===== config.mk =====
export PLATFORM = sky130hd
export DESIGN_NAME = lcd_cmd_sequencer
export DESIGN_NICKNAME = d
export VERILOG_FILES = /design/src/rtl/lcd_cmd_sequencer.sv
export SDC_FILE = /design/constraint.sdc
export NUM_CORES = 1
export LEC_CHECK = 0
export CAP_MARGIN = 20
export CORE_ASPECT_RATIO = 0.7
export CORE_MARGIN = 2
export CORE_UTILIZATION = 55
export DETAILED_ROUTE_END_ITERATION = 7
export GPL_TIMING_DRIVEN = 0
export PLACE_DENSITY = 0.78
export SYNTH_ARGS = -nofsm -noshare
export SYNTH_HDL_FRONTEND = slang
export SYNTH_SLANG_ARGS = --single-unit

===== constraint.sdc =====
create_clock -name clk -period 3.1 [get_ports clk]
set_clock_uncertainty 0.05 [all_clocks]
set_input_delay 0.62 -clock clk [delete_from_list [all_inputs] [get_ports clk]]
set_output_delay 0.62 -clock clk [all_outputs]
set_load 0.01 [all_outputs]

===== src/rtl/lcd_cmd_sequencer.sv =====
// Command FIFO and issue sequencer between a host command source and the LCD image controller.
// Issues one command at a time under the controller's busy handshake and flags Write completion.
module lcd_cmd_sequencer #(
    parameter int unsigned       DEPTH     = 8,
    parameter int unsigned       CMD_W     = 4,
    parameter logic [CMD_W-1:0]  WRITE_CMD = '0,
    parameter logic [CMD_W-1:0]  MAX_CMD   = CMD_W'(12)
) (
    input  logic                     clk,
    input  logic                     reset,
    input  logic [CMD_W-1:0]         host_cmd,
    input  logic                     host_valid,
    output logic                     host_ready,
    output logic [CMD_W-1:0]         cmd,
    output logic                     cmd_valid,
    input  logic                     busy,
    input  logic                     done,
    output logic [$clog2(DEPTH):0]   fifo_count,
    output logic [7:0]               issued_cnt,
    output logic                     err_cmd,
    output logic                     seq_done
);

    localparam int unsigned PTR_W = $clog2(DEPTH);
    localparam int unsigned CNT_W = PTR_W + 1;

    typedef enum logic [2:0] {
        IDLE,
        ISSUE,
        HOLD,
        WAIT,
        WAIT_W,
        FINISH
    } state_t;

    state_t             state;
    state_t             next_state;
    logic [CMD_W-1:0]   mem [DEPTH];
    logic [PTR_W-1:0]   wr_ptr;
    logic [PTR_W-1:0]   rd_ptr;
    logic               full;
    logic               empty;
    logic               accept;
    logic               push;
    logic               pop;

    assign full       = (fifo_count == CNT_W'(DEPTH));
    assign empty      = (fifo_count == '0);
    // Ready is forced low while reset is held so nothing is accepted during reset.
    assign host_ready = !reset && !full && (state != FINISH);
    assign accept     = host_valid && host_ready;
    assign push       = accept && (host_cmd <= MAX_CMD);

    // State register
    always_ff @(posedge clk or posedge reset) begin
        if (reset) begin
            state <= IDLE;
        end else begin
            state <= next_state;
        end
    end

    // Next-state and pop decision; the pop sees the FIFO as it was at the start of the cycle.
    always_comb begin
        next_state = state;
        pop        = 1'b0;
        case (state)
            IDLE: begin
                if (!empty && !busy) begin
                    pop        = 1'b1;
                    next_state = ISSUE;
                end
            end
            ISSUE:   next_state = HOLD;
            HOLD:    next_state = (cmd == WRITE_CMD) ? WAIT_W : WAIT;
            WAIT:    if (!busy) next_state = IDLE;
            WAIT_W:  if (done) next_state = FINISH;
            FINISH:  next_state = FINISH;
            default: next_state = IDLE;
        endcase
    end

    // FIFO storage; contents need no reset since occupancy is tracked separately.
    always_ff @(posedge clk) begin
        if (push) begin
            mem[wr_ptr] <= host_cmd;
        end
    end

    // FIFO pointers and occupancy
    always_ff @(posedge clk or posedge reset) begin
        if (reset) begin
            wr_ptr     <= '0;
            rd_ptr     <= '0;
            fifo_count <= '0;
        end else begin
            if (push) begin
                wr_ptr <= wr_ptr + PTR_W'(1);
            end
            if (pop) begin
                rd_ptr <= rd_ptr + PTR_W'(1);
            end
            case ({push, pop})
                2'b10:   fifo_count <= fifo_count + CNT_W'(1);
                2'b01:   fifo_count <= fifo_count - CNT_W'(1);
                default: fifo_count <= fifo_count;
            endcase
        end
    end

    // Registered controller strobe, issue counter, reject pulse and sticky completion flag
    always_ff @(posedge clk or posedge reset) begin
        if (reset) begin
            cmd        <= '0;
            cmd_valid  <= 1'b0;
            issued_cnt <= '0;
            err_cmd    <= 1'b0;
            seq_done   <= 1'b0;
        end else begin
            cmd_valid <= pop;
            if (pop) begin
                cmd        <= mem[rd_ptr];
                issued_cnt <= issued_cnt + 8'd1;
            end
            err_cmd <= accept && (host_cmd > MAX_CMD);
            if ((state == WAIT_W) && done) begin
                seq_done <= 1'b1;
            end
        end
    end

endmodule


==> results <==
cell families (layout without fill, tap and decap cells):
kind of cell / Yosys count / in the layout / share of synthesized area, %
AOI/OAI and AO/OA: 16 / 16 / 3.63
xor gates and xnor gates: 16 / 16 / 5.36
adders and majority gates: 6 / 6 / 2.87
buffers and inverters: 12 / 57 / 2.39
DFF: 60 / 60 / 63.5
muxes: 14 / 14 / 9.28
and+or+nand+nor: 59 / 59 / 13.0
power by group:
group	internal, W	switching (W)	total (W)
clock	0.000362	0.000283	0.000645
sequential	0.00103	0.000195	0.00123
combinational	0.000536	0.000492	0.00103
total	0.00193	0.000970	0.00290
cell type report:
| class | count | area [µm²] | area share, % |
|---|---|---|---|
| Multi-Input combinational cell | 111 | 892 | 28.3 |
| Clock buffer | 10 | 128 | 4.04 |
| Sequential cell | 60 | 1660 | 52.6 |
| Buffer | 6 | 40.0 | 1.27 |
| Timing Repair Buffer | 28 | 280 | 8.88 |
| Clock inverter | 6 | 55.1 | 1.74 |
| Tap cell | 55 | 68.8 | 2.18 |
| Timing Repair inverter | 1 | 5.00 | 0.159 |
| Inverter | 6 | 26.3 | 0.832 |
sequential cells by signal, indices dropped and copies added, names as in the netlist:
name        cells
fifo_count      4
wr_ptr          3
state           3
err_cmd         1
cmd_valid       1
seq_done        1
cmd             4
rd_ptr          3
mem            32
issued_cnt      8
cell usage after synthesis:
cell type  instances
edfxtp_1          32
dfrtp_1           28
nand2_1           19
nor2_1            11
xnor2_1            9
mux4_2             8
xor2_1             7
ha_1               6
inv_1              6
nor2b_1            6
o21ai_0            6
nand2b_1           5
a21oi_1            4
mux2i_1            4
nor3_1             3
a31oi_1            2
buf_1              2
buf_2              2
buf_6              2
mux2_2             2
nand3_1            2
nor4_1             2
nor4_4             2
or3_1              2
a31o_2             1
and3_1             1
nand3b_1           1
nand4_1            1
nand4_2            1
nor4_2             1
o211ai_1           1
o21bai_1           1
o32ai_1            1
or2_2              1
or4b_4             1
critical path: stages:
cell and delay [ps]:
clkdlybuf4s50_1 570, clkinvlp_4 380, and3_1 270, clkdlybuf4s50_1 480
final timing paths:
kind,from,endpoint,slack (ps),cells past startpoint
worst max-delay path,reset,host_ready,110,4
worst min-delay path,issued_cnt[7],issued_cnt[7],430,1
worst max register to register,fifo_count[1],fifo_count[2],400,11
worst min register to register,issued_cnt[7],issued_cnt[7],430,1
max in group asynchronous,reset,fifo_count[0],1890,2
min in group asynchronous,reset,rd_ptr[2],660,2
cells in the final DEF (no fill, tap or decap), drive strengths merged, types with 2 or more instances in the layout:
cell,netlist,final
mux4,8,8
buf,6,6
nand2b,5,5
dfrtp,28,28
clkinvlp,0,3
xor2,7,7
or3,2,2
nor2b,6,6
ha,6,6
a31oi,2,2
edfxtp,32,32
mux2i,4,4
a21oi,4,4
nand2,19,19
clkdlybuf4s50,0,28
xnor2,9,9
inv,6,5
clkinv,0,4
nor3,3,3
mux2,2,2
nand4,2,2
o21ai,6,6
nor2,11,11
clkbuf,0,10
nor4,5,5
nand3,2,2
per-stage QoR:
stage,util (%),instances,total power (W)
6_report,70.9,283,0.00290
5_1_grt,70.9,283,0.00308
4_1_cts,70.9,283,0.00291
3_5_place_dp,66.6,266,0.00225
3_3_place_gp,66.6,266,0.00219
2_1_floorplan,-,183,0.00186
metal layers:
metal  global-route usage, %  share of wire, %
met1                    28.8                44
met2                    35.9                50
met3                    8.19               5.0
met4                    8.04               1.5
met5                       0                 0
timing repair:
| item | 4_1_cts | 5_1_grt |
|---|---|---|
| setup buffers | 0 | 0 |
| gates resized for setup | 1 | 0 |
| setup endpoints to repair | 1 | 0 |
| hold buffers | 0 | 0 |
==> qor.yml <==
detailed_routing:
  antenna_left: 0
  drcViolationCount: 0
  viasPerCell: 5.73
  firstDrtPassIters: 4
  wl_um: 5210
  wl_per_cell_um: 18.4
  vias: 1623
  drt_iter0_drc: 144
clocking:
  cts_buffer_depth: 2
  clk_latency_ps: 330
  cts_tree: "built"
  clkTransAtPathRegs_ps: 70
  htree_levels: 3
  clockRootBuffer: "clkbuf_8"
  clock-sinks: 60
  cts_made_buffers: 9
sta:
  drv_slew: 0
  worst_pin_slew_ps: 801
  max_slew_margin_pct: 46.2
  max_freq_mhz: 334
  fin_hold_ws_ps: 429
  layout_setup_ws_ps: 106
  layout_min_cycle_time_ps: 2990
  post-route-period-util_pct: 96.6
  rsz0062_at_grt: "false"
  tns_ps: 0
  hold_viol_final: 0
  setup_viol: 0
global_routing:
  grt_pass1_wl_um: 8290
  grt_antenna_before_repair: 0
  grt_max_degree: 16
  grt_pass1_vias: 1611
  grt_overflow: 0
  track_usage_pct: 22.3
synth:
  synth_cell_type_count: 35
  ys_warn_count: 0
  syn_nets: 198
  synth_area_mm2: 0.00262
  synthCells: 183
  yosys.area.top_type: "edfxtp_1"
  ys_ff_latch: 60
  synth-seq-area-share_pct: 63.5
  synthTopCellsByArea: "edfxtp_1 37%, dfrtp_1 27%, mux4_2 6.9%, xnor2_1 3.0%, ha_1 2.9%"
  synth_top_area_share_pct: 36.7
  avgSynthCellArea_um2: 14.3
layout:
  antenna_cells: 0
  fin_nets: 238
  layout-drive-gt1-share_pct: 15.8
  n_fill_cell: 304
  syn_to_final_growth_pct: 20.7
  finalInstanceArea_mm2: 0.00316
hold_path:
  hold_path_class: "register to register"
worst_setup_path:
  cp-end-kind: "primary output"
  crit_fanout: 15
  path_class: "primary input to primary output"
  critPathRequiredTime_ps: 2430
  critPathLaunchType: "primary input"
  arrival_ps: 2320
pwr:
  peakVddDrop_mv: 0.603
  powerDensity_mw_per_mm2: 918
  p_leak_nw: 1.20
die:
  die_area_mm2: 0.00533
  rows: 20
  core_area_mm2: 0.00445
  io_pins: 29
  die_w_um: 86.4
  start_util_pct: 58.7
  die_y_um: 61.7
run:
  cap_violations: 0
place:
  dp_hpwl_um: 3620
  placed_area_mm2: 0.00297
  pre_cts_ws_ps: -282
  portBuffers: 28
  gp_congestion: 0.796
outcome:
  outcome: "finished clean"
(Power assumes the default switching activity.)
